[config.mk]
export PLATFORM = sky130hd
export DESIGN_NAME = udma_lin_tx_sequencer_flat
export DESIGN_NICKNAME = d
export VERILOG_FILES = /design/src/rtl/udma_lin_tx_sequencer_if.sv /design/src/rtl/udma_lin_tx_sequencer.sv /design/src/flat_wrapper.sv
export SDC_FILE = /design/constraint.sdc
export NUM_CORES = 1
export LEC_CHECK = 0
export BUFFER_PORTS_ARGS = -buffer_cell sky130_fd_sc_hd__clkbuf_2
export CAP_MARGIN = 20
export CORE_UTILIZATION = 33
export CTS_CLUSTER_SIZE = 14
export DETAILED_ROUTE_END_ITERATION = 16
export PLACE_DENSITY_LB_ADDON = 0.2
export SYNTH_ARGS = -nofsm -noshare
export SYNTH_HDL_FRONTEND = slang
export SYNTH_SLANG_ARGS = --single-unit
[constraint.sdc]
create_clock -name clk_i -period 6.9 [get_ports clk_i]
set_input_delay 0.345 -clock clk_i [delete_from_list [all_inputs] [get_ports clk_i]]
set_output_delay 0.345 -clock clk_i [all_outputs]
set_load 0.01 [all_outputs]
[src/rtl/udma_lin_tx_sequencer_if.sv]
// rtl/udma_lin_tx_sequencer_if.sv - L2 read request bus between TX sequencer and L2 arbiter
interface udma_lin_tx_sequencer_if #(
    parameter int L2_AWIDTH_NOAL = 21,
    parameter int DEST_SIZE      = 2
);
    logic                      req;
    logic                      gnt;
    logic [L2_AWIDTH_NOAL-1:0] addr;
    logic [1:0]                datasize;
    logic [DEST_SIZE-1:0]      dest;

    modport master (output req, output addr, output datasize, output dest, input gnt);
    modport slave  (input req, input addr, input datasize, input dest, output gnt);
endinterface

[src/rtl/udma_lin_tx_sequencer.sv]
// rtl/udma_lin_tx_sequencer.sv - linear uDMA TX channel sequencer with pending slot and auto-reload
module udma_lin_tx_sequencer #(
    parameter int TRANS_SIZE     = 20,
    parameter int L2_AWIDTH_NOAL = 21,
    parameter int DEST_SIZE      = 2
) (
    input  logic                      clk_i,
    input  logic                      rst_i,
    input  logic [L2_AWIDTH_NOAL-1:0] cfg_startaddr_i,
    input  logic [TRANS_SIZE-1:0]     cfg_size_i,
    input  logic [1:0]                cfg_datasize_i,
    input  logic [DEST_SIZE-1:0]      cfg_dest_i,
    input  logic                      cfg_continuous_i,
    input  logic                      cfg_en_i,
    input  logic                      cfg_clr_i,
    udma_lin_tx_sequencer_if.master   l2,
    output logic                      busy_o,
    output logic                      pending_o,
    output logic [L2_AWIDTH_NOAL-1:0] curr_addr_o,
    output logic [TRANS_SIZE-1:0]     bytes_left_o,
    output logic                      evt_end_o
);
    typedef enum logic {IDLE, RUN} state_t;

    state_t                    state_q, state_d;
    logic [L2_AWIDTH_NOAL-1:0] addr_q, addr_d, sh_addr_q, sh_addr_d, pend_addr_q, pend_addr_d;
    logic [TRANS_SIZE-1:0]     left_q, left_d, sh_size_q, sh_size_d, pend_size_q, pend_size_d;
    logic [1:0]                ds_q, ds_d, sh_ds_q, sh_ds_d, pend_ds_q, pend_ds_d;
    logic [DEST_SIZE-1:0]      dest_q, dest_d, sh_dest_q, sh_dest_d, pend_dest_q, pend_dest_d;
    logic                      cont_q, cont_d, sh_cont_q, sh_cont_d, pend_cont_q, pend_cont_d;
    logic                      pend_valid_q, pend_valid_d;
    logic                      evt_q, evt_d;

    logic [2:0]                stride;
    logic [L2_AWIDTH_NOAL-1:0] stride_addr;
    logic [TRANS_SIZE-1:0]     stride_bytes;
    logic                      last_beat;
    logic                      cfg_ok;

    // State, active/shadow/pending configuration and event registers
    always_ff @(posedge clk_i or posedge rst_i) begin
        if (rst_i) begin
            state_q      <= IDLE;
            addr_q       <= '0;  left_q      <= '0;  ds_q      <= '0;  dest_q      <= '0;  cont_q      <= 1'b0;
            sh_addr_q    <= '0;  sh_size_q   <= '0;  sh_ds_q   <= '0;  sh_dest_q   <= '0;  sh_cont_q   <= 1'b0;
            pend_addr_q  <= '0;  pend_size_q <= '0;  pend_ds_q <= '0;  pend_dest_q <= '0;  pend_cont_q <= 1'b0;
            pend_valid_q <= 1'b0;
            evt_q        <= 1'b0;
        end else begin
            state_q      <= state_d;
            addr_q       <= addr_d;       left_q      <= left_d;      ds_q      <= ds_d;
            dest_q       <= dest_d;       cont_q      <= cont_d;
            sh_addr_q    <= sh_addr_d;    sh_size_q   <= sh_size_d;   sh_ds_q   <= sh_ds_d;
            sh_dest_q    <= sh_dest_d;    sh_cont_q   <= sh_cont_d;
            pend_addr_q  <= pend_addr_d;  pend_size_q <= pend_size_d; pend_ds_q <= pend_ds_d;
            pend_dest_q  <= pend_dest_d;  pend_cont_q <= pend_cont_d;
            pend_valid_q <= pend_valid_d;
            evt_q        <= evt_d;
        end
    end

    // Next-state: start, queue, per-beat counting and end-of-transfer reload
    always_comb begin
        state_d      = state_q;
        addr_d       = addr_q;       left_d      = left_q;      ds_d      = ds_q;
        dest_d       = dest_q;       cont_d      = cont_q;
        sh_addr_d    = sh_addr_q;    sh_size_d   = sh_size_q;   sh_ds_d   = sh_ds_q;
        sh_dest_d    = sh_dest_q;    sh_cont_d   = sh_cont_q;
        pend_addr_d  = pend_addr_q;  pend_size_d = pend_size_q; pend_ds_d = pend_ds_q;
        pend_dest_d  = pend_dest_q;  pend_cont_d = pend_cont_q;
        pend_valid_d = pend_valid_q;
        evt_d        = 1'b0;

        case (ds_q)
            2'd0:    stride = 3'd1;
            2'd1:    stride = 3'd2;
            default: stride = 3'd4;
        endcase
        stride_addr  = L2_AWIDTH_NOAL'(stride);
        stride_bytes = TRANS_SIZE'(stride);
        last_beat    = (left_q <= stride_bytes);
        cfg_ok       = cfg_en_i && (cfg_size_i != '0);

        if (cfg_clr_i) begin
            state_d      = IDLE;
            pend_valid_d = 1'b0;
            left_d       = '0;
        end else begin
            case (state_q)
                IDLE: begin
                    if (cfg_ok) begin
                        addr_d    = cfg_startaddr_i; left_d    = cfg_size_i;  ds_d    = cfg_datasize_i;
                        dest_d    = cfg_dest_i;      cont_d    = cfg_continuous_i;
                        sh_addr_d = cfg_startaddr_i; sh_size_d = cfg_size_i;  sh_ds_d = cfg_datasize_i;
                        sh_dest_d = cfg_dest_i;      sh_cont_d = cfg_continuous_i;
                        state_d   = RUN;
                    end
                end
                RUN: begin
                    if (cfg_ok && !pend_valid_q) begin
                        pend_addr_d  = cfg_startaddr_i; pend_size_d = cfg_size_i;
                        pend_ds_d    = cfg_datasize_i;  pend_dest_d = cfg_dest_i;
                        pend_cont_d  = cfg_continuous_i;
                        pend_valid_d = 1'b1;
                    end
                    if (l2.gnt) begin
                        addr_d = addr_q + stride_addr;
                        left_d = last_beat ? '0 : left_q - stride_bytes;
                        if (last_beat) begin
                            evt_d = 1'b1;
                            // A configuration queued in this same cycle counts as pending
                            if (pend_valid_d) begin
                                addr_d    = pend_addr_d; left_d    = pend_size_d; ds_d    = pend_ds_d;
                                dest_d    = pend_dest_d; cont_d    = pend_cont_d;
                                sh_addr_d = pend_addr_d; sh_size_d = pend_size_d; sh_ds_d = pend_ds_d;
                                sh_dest_d = pend_dest_d; sh_cont_d = pend_cont_d;
                                pend_valid_d = 1'b0;
                            end else if (cont_q) begin
                                addr_d = sh_addr_q; left_d = sh_size_q; ds_d = sh_ds_q;
                                dest_d = sh_dest_q; cont_d = sh_cont_q;
                            end else begin
                                state_d = IDLE;
                            end
                        end
                    end
                end
                default: state_d = IDLE;
            endcase
        end
    end

    assign l2.req       = (state_q == RUN);
    assign l2.addr      = addr_q;
    assign l2.datasize  = ds_q;
    assign l2.dest      = dest_q;
    assign busy_o       = (state_q == RUN);
    assign pending_o    = pend_valid_q;
    assign curr_addr_o  = addr_q;
    assign bytes_left_o = left_q;
    assign evt_end_o    = evt_q;
endmodule

[src/flat_wrapper.sv]
// flat-port wrapper written by rule: the top's interface ports become plain ports
module udma_lin_tx_sequencer_flat 
#(
    parameter int TRANS_SIZE     = 20,
    parameter int L2_AWIDTH_NOAL = 21,
    parameter int DEST_SIZE      = 2
)
  (clk_i, rst_i, cfg_startaddr_i, cfg_size_i, cfg_datasize_i, cfg_dest_i, cfg_continuous_i, cfg_en_i, cfg_clr_i, busy_o, pending_o, curr_addr_o, bytes_left_o, evt_end_o, l2_req, l2_addr, l2_datasize, l2_dest, l2_gnt);
  udma_lin_tx_sequencer_if #(.L2_AWIDTH_NOAL(L2_AWIDTH_NOAL), .DEST_SIZE(DEST_SIZE)) l2_i ();
  input  logic clk_i;
  input  logic rst_i;
  input  logic [L2_AWIDTH_NOAL-1:0] cfg_startaddr_i;
  input  logic [TRANS_SIZE-1:0] cfg_size_i;
  input  logic [1:0] cfg_datasize_i;
  input  logic [DEST_SIZE-1:0] cfg_dest_i;
  input  logic cfg_continuous_i;
  input  logic cfg_en_i;
  input  logic cfg_clr_i;
  output logic busy_o;
  output logic pending_o;
  output logic [L2_AWIDTH_NOAL-1:0] curr_addr_o;
  output logic [TRANS_SIZE-1:0] bytes_left_o;
  output logic evt_end_o;
  output wire logic [$bits(l2_i.req)-1:0] l2_req;
  output wire logic [$bits(l2_i.addr)-1:0] l2_addr;
  output wire logic [$bits(l2_i.datasize)-1:0] l2_datasize;
  output wire logic [$bits(l2_i.dest)-1:0] l2_dest;
  input wire logic [$bits(l2_i.gnt)-1:0] l2_gnt;
  assign l2_req = l2_i.req;
  assign l2_addr = l2_i.addr;
  assign l2_datasize = l2_i.datasize;
  assign l2_dest = l2_i.dest;
  assign l2_i.gnt = l2_gnt;
  udma_lin_tx_sequencer #(.TRANS_SIZE(TRANS_SIZE), .L2_AWIDTH_NOAL(L2_AWIDTH_NOAL), .DEST_SIZE(DEST_SIZE)) u_core (.clk_i(clk_i), .rst_i(rst_i), .cfg_startaddr_i(cfg_startaddr_i), .cfg_size_i(cfg_size_i), .cfg_datasize_i(cfg_datasize_i), .cfg_dest_i(cfg_dest_i), .cfg_continuous_i(cfg_continuous_i), .cfg_en_i(cfg_en_i), .cfg_clr_i(cfg_clr_i), .l2(l2_i), .busy_o(busy_o), .pending_o(pending_o), .curr_addr_o(curr_addr_o), .bytes_left_o(bytes_left_o), .evt_end_o(evt_end_o));
endmodule
==> results of run 1 <==
[kinds of logic (layout without fill, tap and decap cells)]
| family | Yosys count | after routing | share of synthesized area |
|---|---|---|---|
| buf+inv | 111 | 192 | 0.0645 |
| compound gates | 309 | 309 | 0.231 |
| xor+xnor | 21 | 21 | 0.0210 |
| simple gates | 288 | 288 | 0.156 |
| fa+ha+maj | 8 | 8 | 0.0132 |
| flops | 141 | 141 | 0.403 |
| mux | 92 | 92 | 0.112 |
[through the flow]
step | hold slack [ps] | setup slack, ps | utilization | std cells
after floorplan | 450 | 2770 | - | 970
after CTS | 47.8 | 3130 | 0.386 | 1386
after global routing | 62.2 | 2970 | 0.386 | 1386
after detailed placement | 465 | 3160 | 0.363 | 1357
final | 11.8 | 3130 | 0.386 | 1386
after global placement | 460 | 3220 | 0.363 | 1357
[power by group]
part / internal [mW] / switching (mW)
combinational: 0.388 / 0.531
sequential: 1.02 / 0.195
clock: 0.627 / 0.361
[registers in the layout, indices dropped and copies added, names as in the netlist, 2 cells and up]
| register | cells |
|---|---|
| u_core.l2.datasize | 2 |
| u_core.pend_dest_q | 2 |
| u_core.pend_ds_q | 2 |
| u_core.pend_addr_q | 21 |
| u_core.curr_addr_o | 21 |
| u_core.bytes_left_o | 20 |
| u_core.sh_size_q | 20 |
| u_core.sh_dest_q | 2 |
| u_core.pend_size_q | 20 |
| u_core.l2.dest | 2 |
| u_core.sh_ds_q | 2 |
| u_core.sh_addr_q | 21 |
[worst max-delay path, delay by kind of cell (launching register included)]
family                   cells  cell delay, ps
AND/OR/NAND/NOR              5            1940
adder cells (fa/ha/maj)      2             450
AO/OA/AOI/OAI                3             860
flip-flops                   1             460
[worst max-delay path by stage]
stage	depth (start not counted)	to	start
floorplan	1	u_core.busy_o	rst_i
global placement	11	u_core.bytes_left_o[17]	u_core.l2.datasize[1]
detailed placement	10	u_core.bytes_left_o[15]	u_core.l2.datasize[1]
CTS	10	u_core.bytes_left_o[15]	u_core.l2.datasize[1]
global route	10	u_core.bytes_left_o[15]	u_core.l2.datasize[1]
finish	10	u_core.bytes_left_o[15]	u_core.l2.datasize[1]
[area by class of cell]
type / count / area (um^2)
Timing Repair Buffer: 138 / 736
Clock inverter: 7 / 138
Inverter: 25 / 98.8
Sequential cell: 141 / 3530
Fill cell: 2701 / 16000
Tap cell: 335 / 419
Multi-Input combinational cell: 718 / 4670
Clock buffer: 22 / 474
[layer usage]
| layer | part of all wire | vias up | global-route usage |
|---|---|---|---|
| li1 | - | 3689 | - |
| met1 | 0.48 | 3876 | 0.321 |
| met2 | 0.46 | 243 | 0.352 |
| met3 | 0.046 | 34 | 0.0342 |
| met4 | 0.018 | 0 | 0.0663 |
| met5 | 0 | - | 0 |
[synthesized netlist by cell type, types with 15 or more instances]
| cell | number | area [um^2] |
|---|---|---|
| dfrtp_1 | 141 | 3530 |
| nor2_1 | 101 | 379 |
| a21oi_1 | 86 | 430 |
| nand2_1 | 78 | 293 |
| o21ai_0 | 76 | 380 |
| mux2i_1 | 47 | 470 |
| mux2_2 | 45 | 507 |
| clkbuf_1 | 33 | 124 |
| buf_4 | 27 | 203 |
| nand3_1 | 24 | 120 |
| inv_1 | 23 | 86.3 |
| buf_2 | 19 | 95.1 |
| nor3_1 | 19 | 95.1 |
| xnor2_1 | 15 | 131 |
==> impl_metrics.env, run 1 <==
export IMPL_status="finished, final reports clean"
export IMPL_grt_pass1_vias=7453
export IMPL_dr_pass1_iters=5
export IMPL_worst_pin_slew_ps=1070
export IMPL_gr_total_overflow=0
export IMPL_required_ps=7260
export IMPL_reg2reg_to="u_core.bytes_left_o[15]"
export IMPL_ctsResizeCount=0
export IMPL_coreArea_um2=26100
export IMPL_root_buffer="clkbuf_16"
export IMPL_core_rowCount=59
export IMPL_rsz0062_at_grt="false"
export IMPL_wl_per_cell_um=21.4
export IMPL_max_freq_mhz=265
export IMPL_ff2ff_setup_slack_ps=3130
export IMPL_postCtsSetupRepairBufs=0
export IMPL_die_area_um2=27200
export IMPL_ys_flop_type="dfrtp_1"
export IMPL_worstSetupPathType="register to register"
export IMPL_synth_area_um2=8750
export IMPL_areaGrowthSynthToFinish_pct=15.1
export IMPL_grt_pass1_wl_um=45800
export IMPL_die_width_um=165
export IMPL_start_util=0.336
export IMPL_synth_edf_count=0
export IMPL_hold_violations=0
export IMPL_num_antenna_cells=0
export IMPL_drtAntennaViolNets=0
export IMPL_fin_tns_setup_ps=0
export IMPL_synth_seq_area_share=0.403
export IMPL_ios=121
export IMPL_clock_latency_ps=430
export IMPL_cp_slowest_stage_delay_ps=670
export IMPL_grt_start_max_net_pins=74
export IMPL_wl_um=29600
export IMPL_ff2ff_path_depth=10
export IMPL_cp_slowest_cell="and4b_1"
export IMPL_maxSlewHeadroom=0.283
export IMPL_final_common_cell="dfrtp_1"
export IMPL_crit_reg2reg_launch="u_core.l2.datasize[1]"
export IMPL_clk_pin_slew_ps=60
export IMPL_start_kind="register"
export IMPL_yosys_warnings=0
export IMPL_dpl_hpwl_um=19800
export IMPL_synth_cell_types=78
export IMPL_setup_viol=0
export IMPL_design_area_um2=10100
export IMPL_cp_max_fo=13
export IMPL_route_detailed_drc=0
export IMPL_maxCapViolCount=0
export IMPL_vias_per_cell=5.66
export IMPL_drt_iter0_markers=569
export IMPL_numCtsBuffers=17
export IMPL_drive_gt1_frac=0.227
export IMPL_cts_sinks=141
export IMPL_ir_drop_mv=0.137
export IMPL_syn_inst=970
export IMPL_critPathCaptureType="register"
export IMPL_final_cell_mix="dfrtp_1 (140), clkbuf_2 (120), nor2_1 (101)"
export IMPL_gp_congestion=0.854
export IMPL_nets=1100
export IMPL_clock_path_buffers=2
export IMPL_slew_violations=0
export IMPL_antenna_found_initial=0
export IMPL_htree_levels=4
export IMPL_skew_ps=12.4
export IMPL_ys_ff_latch=141
export IMPL_holdBufCountCts=0
export IMPL_vias=7842
export IMPL_postSynth_asyncResetShare=1.00
export IMPL_p_leak_nw=4.51
export IMPL_cts_tree="done"
export IMPL_portBuffers=120
export IMPL_hold_class="primary input to async pin"
export IMPL_grt_total_usage=0.226
export IMPL_fin_crit_sh=0.546
export IMPL_path_cells="nor2_1, ha_1, fa_1, nor2b_1, o21ai_1, and4b_1, and2_1, nand2_1, o21ai_0, a32o_1"
export IMPL_power_total_mw=3.12
export IMPL_die_h_um=165
export IMPL_fin_crit_ps=3770
export IMPL_syn_avg_cell_area_um2=9.02
export IMPL_worstPathArrival_ps=4130
export IMPL_synth_nets=1029
export IMPL_power_density_nw_per_um2=310
export IMPL_dpl_cell_area_um2=9450
(Power assumes the default switching activity.)
==> inputs of run 2 (changes only) <==
- clock period: 6.9 -> 3.6 ns (I/O delays scaled with it)
==> run 2 against run 1 <==
- utilization increased by 0.73 points
- clock skew increased by 1.6 ps
- power increased by 93%
- sequential power increased by 91%
- first-iteration DRC count decreased by 7.6%
- highest routed layer unchanged
==> impl_metrics.env, run 2 (synthesis gave the netlist of run 1 again) <==
export IMPL_cp_top_family="simple AND/OR/NAND/NOR gates"
export IMPL_swShare=0.350
export IMPL_num_antenna_cells=0
export IMPL_fin_crit_sh=0.909
export IMPL_p_seq_frac=0.383
export IMPL_path_cells="nor2_1, ha_1, fa_1, nor2b_1, o21ai_1, and4b_1, nand2_1, nor2_1, o211ai_1, a31oi_1"
export IMPL_gp_congestion=0.919
export IMPL_final_cell_mix="dfrtp_1 (140), clkbuf_2 (120), nor2_1 (101)"
export IMPL_p_int_mw=3.92
export IMPL_fin_tns_setup_ps=0
export IMPL_grt_pass1_wl_um=46100
export IMPL_postCtsSetupRepairBufs=0
export IMPL_post_route_util=0.393
export IMPL_vias_per_cell=5.65
export IMPL_clk_pin_slew_ps=60
export IMPL_hold_path_startpoint="cfg_startaddr_i[8]"
export IMPL_drt_iter0_markers=526
export IMPL_ir_drop_mv=0.288
export IMPL_ff2ff_setup_slack_ps=330
export IMPL_status="finished, final reports clean"
export IMPL_grt_pass1_vias=7679
export IMPL_setup_viol=0
export IMPL_die_h_um=165
export IMPL_core_rowCount=59
export IMPL_portBuffers=120
export IMPL_cp_slowest_stage_delay_ps=690
export IMPL_hold_violations=0
export IMPL_path_common_cell="nor2_1"
export IMPL_whs_endpoint="u_core.pend_addr_q[8]"
export IMPL_final_common_cell="dfrtp_1"
export IMPL_antenna_found_initial=0
export IMPL_cp_max_fo=6
export IMPL_root_buffer="clkbuf_16"
export IMPL_cp_slowest_cell="nor2_1"
export IMPL_critPathCaptureType="register"
export IMPL_maxSlewHeadroom=0.456
export IMPL_grt_start_max_net_pins=72
export IMPL_drtAntennaViolNets=0
export IMPL_skew_ps=14.1
export IMPL_clockPowerShare=0.320
export IMPL_die_area_um2=27200
export IMPL_start_kind="register"
export IMPL_maxCapViolCount=0
export IMPL_start_util=0.336
export IMPL_wl_per_cell_um=21.1
export IMPL_comb_power_share=0.297
export IMPL_dp_slack_ps=443
export IMPL_worstPathArrival_ps=3610
export IMPL_die_width_um=165
export IMPL_cts_tree="done"
export IMPL_required_ps=3940
export IMPL_crit_reg2reg_launch="u_core.l2.datasize[1]"
export IMPL_htree_levels=4
export IMPL_grt_total_usage=0.227
export IMPL_rsz0062_at_grt="false"
export IMPL_drive_gt1_frac=0.243
export IMPL_power_density_nw_per_um2=588
export IMPL_worst_pin_slew_ps=813
export IMPL_ctsResizeCount=0
export IMPL_fin_crit_ps=3270
export IMPL_min_path_cells=2
export IMPL_p_leak_nw=4.61
export IMPL_ff2ff_path_depth=10
export IMPL_vias=7949
export IMPL_coreArea_um2=26100
export IMPL_reg2reg_to="u_core.bytes_left_o[14]"
export IMPL_cts_sinks=141
export IMPL_ios=121
export IMPL_areaGrowthSynthToFinish_pct=17.2
export IMPL_p_sw_mw=2.11
export IMPL_dpl_hpwl_um=21000
export IMPL_clock_path_buffers=2
export IMPL_path_buf_inv=0
export IMPL_route_detailed_drc=0
export IMPL_max_freq_mhz=306
export IMPL_numCtsBuffers=17
export IMPL_power_total_mw=6.03
export IMPL_nets=1119
export IMPL_slew_violations=0
export IMPL_gr_total_overflow=0
export IMPL_setup_ws_ps=328
export IMPL_hold_class="primary input to register"
export IMPL_worstSetupPathType="register to register"
export IMPL_wl_um=29700
export IMPL_clock_latency_ps=430
export IMPL_dr_pass1_iters=5
run 2: cell count changes in the layout (fill, tap and decap cells not counted), sizes merged:
cell         change
inv              -1
dlygate4sd3      +1
clkinvlp         +4
buf             +18
clkinv           +1
clkbuf           -2
run 2: worst register-to-register path, stage by stage (launching register included):
cell	delay (ps)
dfrtp_1	430
nor2_1	180
ha_1	210
fa_1	220
nor2b_1	100
o21ai_1	280
and4b_1	390
nand2_1	250
nor2_1	690
o211ai_1	230
a31oi_1	210
run 2: worst max path at each step:
stage | from | endpoint | slack, ps | depth (start not counted)
3_3_place_gp | u_core.l2.datasize[1] | u_core.curr_addr_o[18] | 570 | 11
6_report | u_core.l2.datasize[1] | u_core.bytes_left_o[14] | 330 | 10
2_1_floorplan | u_core.l2.datasize[1] | u_core.bytes_left_o[17] | 960 | 10
4_1_cts | u_core.l2.datasize[1] | u_core.bytes_left_o[14] | 420 | 10
5_1_grt | u_core.l2.datasize[1] | u_core.curr_addr_o[20] | 170 | 11
3_5_place_dp | u_core.l2.datasize[1] | u_core.bytes_left_o[14] | 440 | 10
run 2: routing by layer:
layer | global-route usage | part of all wire | up-vias
met3 | 0.0530 | 0.073 | 38
met2 | 0.350 | 0.46 | 289
met4 | 0.0696 | 0.019 | 0
met1 | 0.312 | 0.45 | 3902
met5 | 0 | 0 | -
li1 | - | - | 3720
run 2: area by class of cell:
class / instances / area, um^2
Clock buffer: 20 / 467
Clock inverter: 11 / 165
Fill cell: 2691 / 15800
Inverter: 25 / 97.6
Multi-Input combinational cell: 718 / 4670
Sequential cell: 141 / 3530
Tap cell: 335 / 419
Timing Repair Buffer: 157 / 906
run 2: power by group through the flow:
stage / Combinational (mW) / Clock [mW] / Sequential (mW)
floorplan: 1.29 / 0 / 2.25
global placement: 1.77 / 0 / 2.33
detailed placement: 1.78 / 0 / 2.33
CTS: 1.79 / 1.96 / 2.31
global route: 2.00 / 2.03 / 2.37
finish: 1.79 / 1.93 / 2.31
run 2: through the flow:
step	hold WS [ps]	cell area, um^2	instances
5_1_grt	27.9	10300	1407
3_5_place_dp	357	9610	1375
4_1_cts	25.2	10300	1407
2_1_floorplan	318	8750	970
6_report	36.5	10300	1407
3_3_place_gp	358	9610	1375
run 2: timing repair:
item	4_1_cts	5_1_grt
setup endpoints to repair	0	0
endpoints found under the hold margin	31	0
hold buffers	1	0
